<file path="src/rtl/worldmap_port_arbiter_if.sv">
// Read handshake between one rojobot and the world-map port arbiter.
// The requester drives req/addr; the arbiter returns grant, data and data-valid.
interface worldmap_port_arbiter_if #(
    parameter int ADDR_W = 14,
    parameter int DATA_W = 2
);
    logic              req;
    logic [ADDR_W-1:0] addr;
    logic              gnt;
    logic [DATA_W-1:0] rdata;
    logic              rvalid;

    modport master (output req, output addr, input gnt, input rdata, input rvalid);
    modport slave  (input req, input addr, output gnt, output rdata, output rvalid);
endinterface

</file>
<file path="src/rtl/worldmap_port_arbiter.sv">
// Round-robin sharing of the world_map read port between two rojobots, with a
// tag pipeline that routes each read's data back to the player that issued it.
module worldmap_port_arbiter #(
    parameter int ADDR_W     = 14,
    parameter int DATA_W     = 2,
    parameter int RD_LATENCY = 1
) (
    input  logic                   clock,
    input  logic                   reset_n,
    worldmap_port_arbiter_if.slave port_a,
    worldmap_port_arbiter_if.slave port_b,
    output logic [ADDR_W-1:0]      mem_addr,
    output logic                   mem_en,
    input  logic [DATA_W-1:0]      mem_rdata
);
    localparam int STAGES = RD_LATENCY + 1;

    typedef enum logic {
        LAST_A = 1'b0,
        LAST_B = 1'b1
    } last_gnt_t;

    last_gnt_t         last_gnt_reg, last_gnt_next;
    logic              gnt_a_reg, gnt_a_next;
    logic              gnt_b_reg, gnt_b_next;
    logic [ADDR_W-1:0] mem_addr_reg, mem_addr_next;
    logic              mem_en_reg;
    logic              elig_a, elig_b;

    // Tag id 1 marks a read issued for player B.
    logic [STAGES-1:0] tag_valid_reg;
    logic [STAGES-1:0] tag_id_reg;
    logic              ret_a, ret_b;

    logic [DATA_W-1:0] rdata_a_reg, rdata_b_reg;
    logic              rvalid_a_reg, rvalid_b_reg;

    // A requester granted this cycle sits out the next arbitration.
    assign elig_a = port_a.req && !gnt_a_reg;
    assign elig_b = port_b.req && !gnt_b_reg;

    always_ff @(posedge clock or negedge reset_n) begin
        if (!reset_n) begin
            last_gnt_reg <= LAST_B;
            gnt_a_reg    <= 1'b0;
            gnt_b_reg    <= 1'b0;
            mem_addr_reg <= '0;
            mem_en_reg   <= 1'b0;
        end else begin
            last_gnt_reg <= last_gnt_next;
            gnt_a_reg    <= gnt_a_next;
            gnt_b_reg    <= gnt_b_next;
            mem_addr_reg <= mem_addr_next;
            mem_en_reg   <= gnt_a_next | gnt_b_next;
        end
    end

    always_comb begin
        last_gnt_next = last_gnt_reg;
        gnt_a_next    = 1'b0;
        gnt_b_next    = 1'b0;
        mem_addr_next = mem_addr_reg;
        if (elig_a && (!elig_b || last_gnt_reg == LAST_B)) begin
            gnt_a_next    = 1'b1;
            mem_addr_next = port_a.addr;
            last_gnt_next = LAST_A;
        end else if (elig_b) begin
            gnt_b_next    = 1'b1;
            mem_addr_next = port_b.addr;
            last_gnt_next = LAST_B;
        end
    end

    // Stage k holds the tag of the read whose address was on the port k cycles ago.
    always_ff @(posedge clock or negedge reset_n) begin
        if (!reset_n) begin
            tag_valid_reg <= '0;
            tag_id_reg    <= '0;
        end else begin
            tag_valid_reg <= {tag_valid_reg[STAGES-2:0], gnt_a_next | gnt_b_next};
            tag_id_reg    <= {tag_id_reg[STAGES-2:0], gnt_b_next};
        end
    end

    assign ret_a = tag_valid_reg[RD_LATENCY] && !tag_id_reg[RD_LATENCY];
    assign ret_b = tag_valid_reg[RD_LATENCY] &&  tag_id_reg[RD_LATENCY];

    always_ff @(posedge clock or negedge reset_n) begin
        if (!reset_n) begin
            rdata_a_reg  <= '0;
            rdata_b_reg  <= '0;
            rvalid_a_reg <= 1'b0;
            rvalid_b_reg <= 1'b0;
        end else begin
            rvalid_a_reg <= ret_a;
            rvalid_b_reg <= ret_b;
            if (ret_a) begin
                rdata_a_reg <= mem_rdata;
            end
            if (ret_b) begin
                rdata_b_reg <= mem_rdata;
            end
        end
    end

    assign port_a.gnt    = gnt_a_reg;
    assign port_b.gnt    = gnt_b_reg;
    assign port_a.rdata  = rdata_a_reg;
    assign port_b.rdata  = rdata_b_reg;
    assign port_a.rvalid = rvalid_a_reg;
    assign port_b.rvalid = rvalid_b_reg;
    assign mem_addr      = mem_addr_reg;
    assign mem_en        = mem_en_reg;
endmodule

</file>
<file path="src/flat_wrapper.sv">
// flat-port wrapper written by rule: the top's interface ports become plain ports
module worldmap_port_arbiter_flat 
#(
    parameter int ADDR_W     = 14,
    parameter int DATA_W     = 2,
    parameter int RD_LATENCY = 1
)
  (clock, reset_n, mem_addr, mem_en, mem_rdata, port_a_req, port_a_addr, port_a_gnt, port_a_rdata, port_a_rvalid, port_b_req, port_b_addr, port_b_gnt, port_b_rdata, port_b_rvalid);
  worldmap_port_arbiter_if #(.ADDR_W(ADDR_W), .DATA_W(DATA_W)) port_a_i ();
  worldmap_port_arbiter_if #(.ADDR_W(ADDR_W), .DATA_W(DATA_W)) port_b_i ();
  input  logic clock;
  input  logic reset_n;
  output logic [ADDR_W-1:0] mem_addr;
  output logic mem_en;
  input  logic [DATA_W-1:0] mem_rdata;
  input wire logic [$bits(port_a_i.req)-1:0] port_a_req;
  input wire logic [$bits(port_a_i.addr)-1:0] port_a_addr;
  output wire logic [$bits(port_a_i.gnt)-1:0] port_a_gnt;
  output wire logic [$bits(port_a_i.rdata)-1:0] port_a_rdata;
  output wire logic [$bits(port_a_i.rvalid)-1:0] port_a_rvalid;
  input wire logic [$bits(port_b_i.req)-1:0] port_b_req;
  input wire logic [$bits(port_b_i.addr)-1:0] port_b_addr;
  output wire logic [$bits(port_b_i.gnt)-1:0] port_b_gnt;
  output wire logic [$bits(port_b_i.rdata)-1:0] port_b_rdata;
  output wire logic [$bits(port_b_i.rvalid)-1:0] port_b_rvalid;
  assign port_a_i.req = port_a_req;
  assign port_a_i.addr = port_a_addr;
  assign port_a_gnt = port_a_i.gnt;
  assign port_a_rdata = port_a_i.rdata;
  assign port_a_rvalid = port_a_i.rvalid;
  assign port_b_i.req = port_b_req;
  assign port_b_i.addr = port_b_addr;
  assign port_b_gnt = port_b_i.gnt;
  assign port_b_rdata = port_b_i.rdata;
  assign port_b_rvalid = port_b_i.rvalid;
  worldmap_port_arbiter #(.ADDR_W(ADDR_W), .DATA_W(DATA_W), .RD_LATENCY(RD_LATENCY)) u_core (.clock(clock), .reset_n(reset_n), .port_a(port_a_i), .port_b(port_b_i), .mem_addr(mem_addr), .mem_en(mem_en), .mem_rdata(mem_rdata));
endmodule
</file>
<file path="config.mk">
export PLATFORM = sky130hd
export DESIGN_NAME = worldmap_port_arbiter_flat
export DESIGN_NICKNAME = d
export VERILOG_FILES = /design/src/rtl/worldmap_port_arbiter_if.sv /design/src/rtl/worldmap_port_arbiter.sv /design/src/flat_wrapper.sv
export SDC_FILE = /design/constraint.sdc
export NUM_CORES = 1
export LEC_CHECK = 0
export CAP_MARGIN = 10
export CORE_ASPECT_RATIO = 1.1
export CORE_MARGIN = 10
export CORE_UTILIZATION = 35
export CTS_CLUSTER_SIZE = 40
export DETAILED_ROUTE_END_ITERATION = 16
export GPL_TIMING_DRIVEN = 0
export HOLD_SLACK_MARGIN = 0.08
export MAX_ROUTING_LAYER = met4
export PLACE_DENSITY_LB_ADDON = 0.15
export SLEW_MARGIN = 20
export SYNTH_ARGS = -nofsm -noshare
export SYNTH_HDL_FRONTEND = slang
export SYNTH_SLANG_ARGS = --single-unit
</file>
<file path="constraint.sdc">
create_clock -name clock -period 1.35 [get_ports clock]
set_clock_uncertainty 0.05 [all_clocks]
set_input_delay 0.135 -clock clock [delete_from_list [all_inputs] [get_ports clock]]
set_output_delay 0.135 -clock clock [all_outputs]
set_load 0.03 [all_outputs]
</file>
==> results of run 1 <==
-- area by class of cell --
class                   instances  share of cell area [%]
multi-input cells              41                    21.0
repair buffers                 64                    33.4
inverters                       2                   0.420
well taps                      34                    2.38
clock inverters                 1                    1.68
clock buffers                   3                    1.26
flip-flops and latches         26                    36.6
plain buffers                   6                    3.36
-- worst register-to-register path, stage by stage, from the launching register on --
cell and delay (ns):
dfrtp_2 0.44, nor2b_2 0.13, buf_6 0.13, a21boi_4 0.08, buf_6 0.14, a221o_1 0.32
-- power by group through the flow --
stage,Sequential [µW],Combinational (µW),Clock (µW)
final,1070,1160,525
after floorplan,1440,345,0
after detailed placement,1100,1240,0
after CTS,1070,1140,534
after global placement,1090,1230,0
after global routing,1110,1240,578
-- final timing paths --
check,end,slack (ns),cells past startpoint
worst min register to register,u_core.tag_valid_reg[1]$_DFF_PN0_,0.35,0
worst min-delay path,u_core.mem_addr[11]$_DFFE_PN0P_,0.28,2
worst max-delay path,u_core.mem_addr[7]$_DFFE_PN0P_,-0.05,5
min in group clock,u_core.tag_valid_reg[1]$_DFF_PN0_,0.35,0
max in group asynchronous,u_core.port_a.gnt$_DFF_PN0_,0.56,2
worst max register to register,u_core.mem_addr[7]$_DFFE_PN0P_,-0.05,5
-- what timing repair did --
| item | in CTS | in global routing |
|---|---|---|
| pin swaps | 0 | 4 |
| setup buffers | 2 | 4 |
| cloned | 0 | 1 |
| gates resized for setup | 26 | 12 |
| hold endpoints to repair | 25 | 0 |
| hold buffers | 1 | 0 |
| setup endpoints to repair | 37 | 19 |
-- synth_stat cells --
master / instances / area share [%]
dfrtp_1: 25 / 58
a21oi_1: 1 / 0.46
inv_1: 2 / 0.69
a21boi_4: 2 / 3.5
nor3b_1: 14 / 9.7
mux2_2: 4 / 4.1
a221o_1: 14 / 13
or2_2: 1 / 0.58
nor2_1: 1 / 0.34
dfstp_2: 1 / 2.4
buf_6: 4 / 4.1
nor2b_4: 1 / 1.3
nor2b_1: 2 / 1.2
buf_2: 2 / 0.92
nand2_1: 1 / 0.34
-- per-layer routing --
metal  global-route usage, %  vias up
li1                        -      417
met1                    11.7      429
met2                    16.8       30
met3                    4.03        2
met4                    2.85        0
met5                       -        -
-- kinds of logic after synthesis --
| logic type | count (synthesis) | share of synthesized area [%] |
|---|---|---|
| compound gates | 17 | 16.8 |
| mux | 4 | 4.14 |
| buf+inv | 8 | 5.75 |
| flops | 26 | 60.0 |
| simple gates | 20 | 13.3 |
-- per-stage QoR --
step / worst slack [ns] / cells / hold WS (ns) / total power [µW]
CTS: -0.0762 / 172 / 0.294 / 2750
global route: -0.0991 / 177 / 0.334 / 2930
floorplan: -0.0702 / 75 / -0.211 / 1780
detailed placement: -0.350 / 165 / 0.115 / 2340
finish: -0.0492 / 177 / 0.280 / 2760
global placement: -0.330 / 165 / 0.325 / 2320
==> impl_results.md, run 1 <==
* Part of the cycle the worst path needs at 104%
* Core Util, Final at 59.2%
* Final GP Congestion at 0.646
* Clock Tree Root: clkbuf_4
* DR pass1 iterations at 3
* Final setup TNS at -0.310 ns
* Antenna Cells at 0
* Area of the multi-input gates at 375 µm²
* Fin. max-slew vios at 0
* CP max stage cell: dfrtp_2
* Max incr delay on CP at 0.44 ns
* Final worst setup slack at -0.0492 ns
* Startpoint type of the worst setup path: register
* Mapped Nets at 109
* Power per cell area at 1540 nW/µm²
* Core footprint at 3020 µm²
* Die width at 73.1 µm
* Die area at 5740 µm²
* Met2 WL at 1460 µm
* Switching part of the total at 34.9%
* Fraction of layout instances using a drive strength above 1 at 22.4%
* Crit Path Max Fanout at 6
* Hold Vio Cnt, Final at 0
* P&R area growth vs syn at 64.6%
* Worst Max-Slew Pin Slew at 0.575 ns
* Finish-stage setup viols at 12
* Layout fillers at 273
* CP delay by family, top: flip-flops
* Largest net degree at the start of global routing at 27
* CP Buf/Inv Count at 2
* Post-synth cell types at 15
* Maximum VDD drop at 0.00106 V
* FF/Latch Area at 654 µm²
* Post-synthesis cell area at 1090 µm²
* Iteration-0 DRC Markers at 19
* Vias per cell at 4.96
* Internal power at 1800 µW
* Sequential power share at 38.8%
* Flops & latches, synth at 26
* Setup crit end kind: register
* Max reg flops at 14
* Setup CP Type: register to register
* Cell seen most often among critical-path stages: buf_6
* Outcome: finished with violations
* Crit path arrival time at 1.56 ns
* Vias in the first global route at 1,006
* Wire per inst at 16.5 µm
* Final WL at 2930 µm
* Remaining DRCs at 0
* # H-tree levels at 1
* Comb power frac at 42.2%
* Worst r2r src: u_core.tag_id_reg[0]$_DFF_PN0_
* Clock tree buffer depth at 2
* Post-DP HPWL at 2240 µm
* Unrepaired setup endpoints after global routing: yes
* Synth Warn # at 0
* Rows at 21
* # IOs at 57
* Register area share after synthesis at 60.0%
* Starting Density at 36.0%
* Hold Path Class: input port to async pin
* Clk pwr share at 19.0%
* DP Area at 1690 µm²
* Crit. Startpoint: u_core.tag_id_reg[0]$_DFF_PN0_
* Max-cap violations at 0
* I/O Buffers at 56
* Failing checks: setup timing
* NetSw at 963 µW
* Worst endpoint required time at 1.51 ns
* Max Used Layer: met4
* Vias at 878
* Avg Inst Size Synth at 14.5 µm²
* Slew headroom at 61.7%
* Design area at 1790 µm²
* Sink Count at 26
* Min Tclk post-route at 1.40 ns
* Initial antenna violation count at 0
* Worst-path clk slew at 0.14 ns
* GRT overflow at 0
* Commonest non-fill, non-tap cell in the layout: clkdlybuf4s50_1
* Commonest non-fill, non-tap cells in the layout: clkdlybuf4s50_1 (32), dfrtp_1 (23), dlygate4sd2_1 (18)
* Static leakage at 0.000807 µW
* Antenna Nets Post-Route at 0
* Met3 wire length at 240 µm
* Fin nets at 178
* CP Cell Sequence: nor2b_2, buf_6, a21boi_4, buf_6, a221o_1
* Post-Synthesis Cells at 75
* Gr usage total at 10.4%
* M1 WL at 1210 µm
* First-pass GRT wire length at 4800 µm
* FMAX at 715 MHz
* Die Y at 78.5 µm
* CTS tree: built
* Total CTS buffers at 3
* Clk_lat worst skew at 0.31 ns
Note: power is estimated with default switching activity, not from simulation.
==> run 2, diff against run 1 <==
--- a/config.mk
+++ b/config.mk
@@ -19,3 +19,4 @@
 export SYNTH_ARGS = -nofsm -noshare
 export SYNTH_HDL_FRONTEND = slang
 export SYNTH_SLANG_ARGS = --single-unit
+export TNS_END_PERCENT = 20
==> run 2 against run 1 <==
Compared with the run above: via count down 0.34%; power fell by 0.58%; critical path type unchanged; largest power group unchanged; the flow still finishes with violations (setup timing); sequential power barely moved; critical path depth unchanged; highest routed layer unchanged; utilization shrank 0.37 points; fmax up 0.73%; non-clock buffer count shrank 1; cell count is 0.56% lower.
==> impl_results.md, run 2 (synthesis gave the netlist of run 1 again) <==
* Outcome: finished with violations
* Failing checks: setup timing
* R2R setup slack at -0.04 ns (about the same)
* Fin nets at 177 (-0.56%)
* I/O Buffers at 56 (unchanged)
* Largest net degree at the start of global routing at 27 (unchanged)
* Vias per cell at 4.97 (+0.22%)
* Layout fillers at 280 (+2.6%)
* Commonest non-fill, non-tap cell in the layout: clkdlybuf4s50_1
* Setup crit end kind: register
* Wire per inst at 16.2 µm (-2.1%)
* Design area at 1780 µm² (-0.63%)
* Maximum VDD drop at 0.00105 V (-0.22%)
* Static leakage at 0.000801 µW (-0.74%)
* Slew headroom at 62.0% (+0.33 points)
* Antenna Cells at 0 (unchanged)
* Iteration-0 DRC Markers at 15 (-4)
* Fraction of layout instances using a drive strength above 1 at 21.8% (-0.55 points)
* DP Area at 1690 µm² (unchanged)
* Part of the cycle the worst path needs at 103% (-0.75 points)
* Power per cell area at 1540 nW/µm² (about the same)
* Finish-stage setup viols at 13 (+1)
* Crit. Startpoint: u_core.tag_id_reg[0]$_DFF_PN0_
* Startpoint type of the worst setup path: register
* Worst Max-Slew Pin Slew at 0.570 ns (-0.00490 ns)
* Fin. max-slew vios at 0 (unchanged)
* Remaining DRCs at 0 (unchanged)
* Final WL at 2850 µm (-2.7%)
* Min Tclk post-route at 1.39 ns (-0.0101 ns)
* Max reg flops at 14 (unchanged)
* Sink Count at 26 (unchanged)
* Post-DP HPWL at 2240 µm (unchanged)
* Worst endpoint required time at 1.51 ns (about the same)
* GRT overflow at 0 (unchanged)
* Crit path to: u_core.mem_addr[7]$_DFFE_PN0P_
* CTS tree: built
* Clock tree buffer depth at 2 (unchanged)
* Vias in the first global route at 995 (-1.1%)
* Max-cap violations at 0 (unchanged)
* Core footprint at 3020 µm² (unchanged)
* Clk_lat worst skew at 0.31 ns (about the same)
* Starting Density at 36.0% (unchanged)
* Antenna Nets Post-Route at 0 (unchanged)
* DR pass1 iterations at 2 (-1)
* Clock Tree Root: clkbuf_4
* Die Y at 78.5 µm (unchanged)
* Initial antenna violation count at 0 (unchanged)
* Setup CP Type: register to register
* Die area at 5740 µm² (unchanged)
* Vias at 875 (-0.34%)
* Die width at 73.1 µm (unchanged)
* Post-Place Worst Slack at -0.350 ns (unchanged)
* Crit path arrival time at 1.54 ns (-0.02 ns)
* Total CTS buffers at 3 (unchanged)
* Unrepaired setup endpoints after global routing: yes
* Rows at 21 (unchanged)
* Final worst setup slack at -0.0391 ns (+0.0101 ns)
* Commonest non-fill, non-tap cells in the layout: clkdlybuf4s50_1 (32), dfrtp_1 (23), dlygate4sd2_1 (18)
* P&R area growth vs syn at 63.5%
* First-pass GRT wire length at 4800 µm (-0.15%)
* # H-tree levels at 1 (unchanged)
* # IOs at 57 (unchanged)
* Gr usage total at 10.4% (+0.026 points)
* Crit Path Max Fanout at 10 (+4)
* Worst-path clk slew at 0.14 ns (about the same)
* RR Endpoint: u_core.mem_addr[7]$_DFFE_PN0P_
* Hold Path Class: input port to async pin
* Hold Vio Cnt, Final at 0 (unchanged)
* Reg2reg path depth at 5 (unchanged)
* Worst r2r src: u_core.tag_id_reg[0]$_DFF_PN0_
* FMAX at 720 MHz (+0.73%)
* Final GP Congestion at 0.646 (unchanged)
-- run 2: cell count changes in the layout (fill, tap and decap cells not counted) --
cell / delta
buf_6: -1
-- run 2: per-layer routing --
metal	routed length, µm	part of all wire [%]	up-vias	global-route usage (%)
met5	0	0	-	-
met4	25	0.88	0	2.85
met3	238	8.4	4	4.03
met2	1420	50	32	16.8
met1	1170	41	425	11.7
li1	-	-	414	-
-- run 2: how the worst min path moves through the flow --
stage	slack [ns]	start	endpoint	depth (start not counted)
2_1_floorplan	-0.21	reset_n	u_core.mem_addr[0]$_DFFE_PN0P_	0
3_5_place_dp	0.12	reset_n	u_core.mem_addr[1]$_DFFE_PN0P_	1
3_3_place_gp	0.33	u_core.tag_valid_reg[0]$_DFF_PN0_	u_core.tag_valid_reg[1]$_DFF_PN0_	0
5_1_grt	0.33	reset_n	u_core.tag_valid_reg[1]$_DFF_PN0_	2
4_1_cts	0.29	reset_n	u_core.mem_addr[11]$_DFFE_PN0P_	2
6_report	0.28	reset_n	u_core.port_a.rdata[1]$_DFFE_PN0P_	2
-- run 2: area by class of cell --
type	count	area [µm²]	share of cell area, %
inverters	2	7.51	0.422
repair buffers	63	586	32.9
clock inverters	1	30.0	1.69
well taps	34	42.5	2.39
multi-input cells	41	375	21.1
clock buffers	3	22.5	1.27
plain buffers	6	60.1	3.38
flip-flops and latches	26	654	36.8
-- run 2: critical path, cell delays in order (launching register included) --
cell	delay [ns]
dfrtp_2	0.44
nor2b_2	0.13
buf_6	0.13
a21boi_4	0.06
buf_6	0.14
a221o_1	0.32
-- run 2: per-stage QoR --
stage | power (µW) | util (%) | hold slack (ns) | std cells | setup TNS [ns]
after floorplan | 1780 | - | -0.211 | 75 | -0.632
after global placement | 2320 | 56.0 | 0.325 | 165 | -10.63
after detailed placement | 2340 | 55.9 | 0.115 | 165 | -4.57
after CTS | 2730 | 57.1 | 0.294 | 170 | -0.849
after global routing | 2910 | 58.8 | 0.334 | 176 | -0.981
final | 2740 | 58.8 | 0.277 | 176 | -0.189
-- run 2: timing repair --
item                                    CTS  global route
hold buffers                              1             0
endpoints found under the setup margin   37            21
buffers inserted                          0             6
cloned                                    0             0
resized for setup                        25            11
pin swaps                                 0             4
hold endpoints to repair                 25             0
-- run 2: power breakdown --
group / switching [µW] / internal (µW) / leakage [µW]
Sequential: 92.8 / 976 / 0.000312
Clock: 225 / 300 / 0.0000279
Combinational: 637 / 514 / 0.000461
==> edit 1, RTL diff (config.mk and constraints of run 2) <==
Make the reset (`reset_n`) synchronous in 3 clocked blocks.
--- a/src/rtl/worldmap_port_arbiter.sv
+++ b/src/rtl/worldmap_port_arbiter.sv
@@ -39,7 +39,7 @@
     assign elig_a = port_a.req && !gnt_a_reg;
     assign elig_b = port_b.req && !gnt_b_reg;
 
-    always_ff @(posedge clock or negedge reset_n) begin
+    always_ff @(posedge clock) begin
         if (!reset_n) begin
             last_gnt_reg <= LAST_B;
             gnt_a_reg    <= 1'b0;
@@ -72,7 +72,7 @@
     end
 
     // Stage k holds the tag of the read whose address was on the port k cycles ago.
-    always_ff @(posedge clock or negedge reset_n) begin
+    always_ff @(posedge clock) begin
         if (!reset_n) begin
             tag_valid_reg <= '0;
             tag_id_reg    <= '0;
@@ -85,7 +85,7 @@
     assign ret_a = tag_valid_reg[RD_LATENCY] && !tag_id_reg[RD_LATENCY];
     assign ret_b = tag_valid_reg[RD_LATENCY] &&  tag_id_reg[RD_LATENCY];
 
-    always_ff @(posedge clock or negedge reset_n) begin
+    always_ff @(posedge clock) begin
         if (!reset_n) begin
             rdata_a_reg  <= '0;
             rdata_b_reg  <= '0;
Function: differs if reset_n is asserted again (counterexample within 4 cycles, from zero or initial values and one cycle with reset_n low); with reset_n held inactive, the same outputs for 10 cycles.
==> edit 1 against run 2 <==
  * The flow still finishes with violations (negative setup slack)
  * Final area increased by 12%
  * Sequential cell count unchanged
  * Maximum frequency decreased by 0.14%
  * Worst setup slack got worse by 0.0020 ns
  * Synthesized area increased by 11%
  * Clock power increased by 1%
  * Total power decreased by 28%
  * Sequential share of layout area decreased by 11 points
  * Routed wire length increased by 36%
  * Combinational power decreased by 49%
  * Die area increased by 8.0%
==> edit 1: results <==
[clocking]
clock_buffers_created_by_tritoncts = 3
clk_pin_slew_ns = 0.14
cts_root_buf = clkbuf_4
cts-htree-levels = 1
maximum_buffer_depth_of_the_clock_tree = 2
worst_skew_pair.late_latency_ns = 0.32

[cells_and_area]
layout.nets = 223
number_of_flip_flops_under_the_largest_register_name = 14
drive_above_1_share_pct = 20.2
number_of_antenna_repair_diodes = 0
fin_cells = 236
filler_cell_count = 303

[synthesis]
synth-warning-count = 0
synth.yosys.seq_area_share_pct = 43.2
number_of_instances_in_the_synthesized_netlist = 124
synth_commonest_cells = dfxtp_1 (26), inv_1 (14), nand4_1 (14), o211ai_1 (14), o221ai_2 (9)
synth_nets = 158
ys_top_cells_by_area = dfxtp_1 (43%), o221ai_2 (11%), o211ai_1 (8.7%), nand4_1 (7.3%), inv_1 (4.4%)
dominantRegCellSynth = dfxtp_1
netlist-cell-type-count = 23
synth-async-reset-ratio_pct = 0

[routing]
routedWlPerCell_um = 16.4
initialDrtViolationCount = 54
detail_route.drc_violations = 0
route.met3.wl_um = 123
detail_route.vias_per_cell = 5.02
routedLengthMet1_um = 1800
detailroute.wirelength.met2_um = 1920
drt_first_pass_iters = 6
top_layer_used = met4

[outcome]
violations = negative setup slack
outcome = finished, violations left

[min_path]
timing.hold.worst.class = in -> reg

[critical_path]
timing.critical_path.slowest_stage_cell = or3b_4
critical_path.max_fanout = 5
biggest_cell_delay_along_the_critical_path_ns = 0.39
timing.critical_path.max_delay_family = simple AND/OR/NAND/NOR gates

[sta]
worst_slew_margin_rel_pct = 68.0
setup-violations-final = 13
totalNegativeSetupSlack_ns = -0.366
finalWorstSetupSlack_ns = -0.0411

[placed_design]
half_perimeter_wire_length_after_detailed_placement_um = 2830
place_inst = 228
detailed_place.area_sq_um = 1830
buffer_ports.inserted = 56
gp_routability_congestion = 0.813
place_ws_ns = -0.620

[global_routing]
met2_usage_pct = 21.1
pin_count_of_the_biggest_net_entering_global_routing = 16
global_route.usage.total_pct = 12.9
grt_pass1_wl_um = 6310
gr-usage-met3_pct = 2.62
antenna_found_initial = 0
first_global_vias = 1259
grt_use_met1_pct = 15.9

[power_and_ir_drop]
p_leak_nw = 0.808
vdd_drop_max_v = 0.000423
edit 1: logic make-up after synthesis:
family	count (synthesis)	synth area share, %
buffers and inverters	27	11.2
AND/OR/NAND/NOR	38	18.6
multiplexers	2	1.66
AO/OA/AOI/OAI	31	25.4
flip-flops	26	43.2
edit 1: where the power goes:
group / switching (mW) / internal, mW / total (mW)
clock: 0.232 / 0.300 / 0.532
combinational: 0.311 / 0.277 / 0.588
sequential: 0.0313 / 0.827 / 0.858
edit 1: worst paths after layout:
kind                     startpoint                      to  slack, ns  depth (start not counted)
max            u_core.tag_id_reg[0]      u_core.mem_addr[9]      -0.04                          5
min                    mem_rdata[0]  u_core.port_b.rdata[0]       0.36                          3
min reg2reg  u_core.port_b.rdata[1]  u_core.port_b.rdata[1]       0.42                          2
max reg2reg    u_core.tag_id_reg[0]      u_core.mem_addr[9]      -0.04                          5
edit 1: repair_timing:
| action | 4_1_cts | 5_1_grt |
|---|---|---|
| gates cloned | 2 | 0 |
| pin swaps | 16 | 2 |
| hold endpoints to repair | 0 | 0 |
| endpoints found under the setup margin | 39 | 17 |
| resized for setup | 38 | 16 |
| setup buffers | 4 | 0 |
edit 1: cell type report:
cell class / instances / area [sq um] / share of cell area (%)
flip-flops and latches: 26 / 524 / 26.2
multi-input cells: 71 / 599 / 30.0
clock inverters: 1 / 30.0 / 1.50
well taps: 48 / 60.1 / 3.01
repair buffers: 62 / 611 / 30.6
inverters: 14 / 52.6 / 2.63
clock buffers: 3 / 22.5 / 1.13
plain buffers: 11 / 98.8 / 4.95
edit 1: worst register-to-register path: stages, from the launching register on:
cell       delay (ns)
dfxtp_4          0.38
or3b_4           0.39
buf_6            0.15
clkbuf_16        0.14
nand4_1          0.08
o221ai_2         0.10
==> edit 2, RTL diff (flow settings as in run 2) <==
Without the edit above. `ADDR_W` is set to 14 in 3 places; all go to 13.
--- a/src/rtl/worldmap_port_arbiter_if.sv
+++ b/src/rtl/worldmap_port_arbiter_if.sv
@@ -1,7 +1,7 @@
 // Read handshake between one rojobot and the world-map port arbiter.
 // The requester drives req/addr; the arbiter returns grant, data and data-valid.
 interface worldmap_port_arbiter_if #(
-    parameter int ADDR_W = 14,
+    parameter int ADDR_W = 13,
     parameter int DATA_W = 2
 );
     logic              req;
--- a/src/rtl/worldmap_port_arbiter.sv
+++ b/src/rtl/worldmap_port_arbiter.sv
@@ -1,7 +1,7 @@
 // Round-robin sharing of the world_map read port between two rojobots, with a
 // tag pipeline that routes each read's data back to the player that issued it.
 module worldmap_port_arbiter #(
-    parameter int ADDR_W     = 14,
+    parameter int ADDR_W     = 13,
     parameter int DATA_W     = 2,
     parameter int RD_LATENCY = 1
 ) (
--- a/src/flat_wrapper.sv
+++ b/src/flat_wrapper.sv
@@ -1,7 +1,7 @@
 // flat-port wrapper written by rule: the top's interface ports become plain ports
 module worldmap_port_arbiter_flat 
 #(
-    parameter int ADDR_W     = 14,
+    parameter int ADDR_W     = 13,
     parameter int DATA_W     = 2,
     parameter int RD_LATENCY = 1
 )
Ports: changed (resized mem_addr, port_a_addr and port_b_addr); port bits go from 57 to 54. No check against the original RTL was run, so the function may have changed too.
==> edit 2 against run 2 <==
  * The flow still finishes with violations (negative setup slack)
  * Routed wire length is 2.1% higher
  * Total power is 8.9% lower
  * Clock power is 33% lower
  * Synthesized area is 3.9% lower
  * First-iteration DRC count is 53% higher
  * Final area is 5.0% lower
  * Cell count is 4.0% lower
  * Worst setup slack better by 0.0037 ns
  * Global-route usage is 0.54 points lower
  * Sequential cell count is 1 lower
  * Critical path type unchanged
  * Highest routed layer unchanged
==> edit 2: results <==
[outcome]
outcome = finished, violations left
violations = negative setup slack

[cells_and_area]
drive_above_1_share_pct = 22.1
number_of_flip_flops_under_the_largest_register_name = 13
synthToLayoutAreaGrowth_pct = 61.7
filler_cell_count = 248
layout.nets = 169

[synthesis]
synth_mux_area_share_pct = 4.31
synth_commonest_cells = dfrtp_1 (24), a221o_1 (13), nor3b_1 (13)
synth-compound-area-share_pct = 16.5
netlist-cell-type-count = 15
post_synth_xor_area_fraction_pct = 0
syn-mean-instance-area_sq_um = 14.5
yosysMostFrequentCell = dfrtp_1
ys_top_cells_by_area = dfrtp_1 (57%), a221o_1 (12%), nor3b_1 (9.3%), buf_6 (4.3%), mux2_2 (4.3%)
synth-async-reset-ratio_pct = 100
synth_nets = 104
synth.yosys.seq_area_share_pct = 60.0

[placed_design]
detailed_place.area_sq_um = 1620
buffer_ports.inserted = 53
half_perimeter_wire_length_after_detailed_placement_um = 2140
gp_routability_congestion = 0.690

[clocking]
clk_pin_slew_ns = 0.15
cts_root_buf = clkbuf_4

[sta]
worst_slew_margin_rel_pct = 63.5
finalWorstSetupSlack_ns = -0.0354
setup-violations-final = 13

[routing]
drt_first_pass_iters = 4
routedWlPerCell_um = 17.2
detailroute.wirelength.met2_um = 1340
route.met3.wl_um = 256
initialDrtViolationCount = 23
routedLengthMet1_um = 1310
detail_route.vias_per_cell = 5.02

[power_and_ir_drop]
p_leak_nw = 0.755
vdd_drop_max_v = 0.000767

[critical_path]
critical_path.max_fanout = 5
crit-reg2reg-capture = u_core.mem_addr[4]
worstRegToRegCells = 5

[global_routing]
grt_use_met1_pct = 11.6
met2_usage_pct = 14.1
pin_count_of_the_biggest_net_entering_global_routing = 26
gr-usage-met3_pct = 5.15
first_global_vias = 897
global_route.usage.total_pct = 9.90
grt_pass1_wl_um = 4320
## edit 2: changes by cell type after synthesis, sizes merged
cell and change:
dfrtp -1, nor3b -1, a221o -1
## edit 2: final cells by class
| cell class | count | share of cell area, % |
|---|---|---|
| tap | 33 | 2.44 |
| timing repair buffer | 60 | 33.3 |
| clock inverter | 1 | 0.444 |
| clock buffer | 3 | 1.33 |
| buffer | 6 | 3.56 |
| inverter | 2 | 0.444 |
| multi-input combinational | 39 | 21.2 |
| sequential | 25 | 37.3 |
## edit 2: timing repair
| action | in CTS | in global routing |
|---|---|---|
| buffers inserted | 0 | 5 |
| hold endpoints to repair | 0 | 24 |
| hold buffers | 0 | 1 |
| gates resized for setup | 24 | 12 |
| setup endpoints to repair | 32 | 20 |
| pin swaps | 0 | 4 |
| gates cloned | 0 | 1 |
## edit 2: metrics by stage
| stage | hold WS, ns | TNS (ns) | cells | setup WS, ns |
|---|---|---|---|---|
| 6_report | 0.260 | -0.172 | 169 | -0.0354 |
| 5_1_grt | 0.280 | -0.997 | 169 | -0.0887 |
| 4_1_cts | 0.346 | -0.573 | 162 | -0.0852 |
| 3_5_place_dp | 0.328 | -8.73 | 158 | -0.301 |
| 3_3_place_gp | 0.325 | -7.77 | 158 | -0.277 |
| 2_1_floorplan | -0.211 | -0.544 | 72 | -0.0605 |
## edit 2: logic make-up after synthesis
family | after synthesis
buf+inv | 8
flops | 25
compound gates | 16
simple gates | 19
mux | 4
## edit 2: power breakdown
part,leakage (nW),switching [mW],internal (mW)
logic,0.442,0.618,0.496
registers,0.299,0.0945,0.939
clock network,0.0139,0.240,0.113
total,0.755,0.953,1.55
## edit 2: critical path, cell delays in order (launching register included)
cell,delay [ns]
dfrtp_2,0.45
nor2b_2,0.12
buf_6,0.13
a21boi_4,0.07
buf_6,0.14
a221o_1,0.32
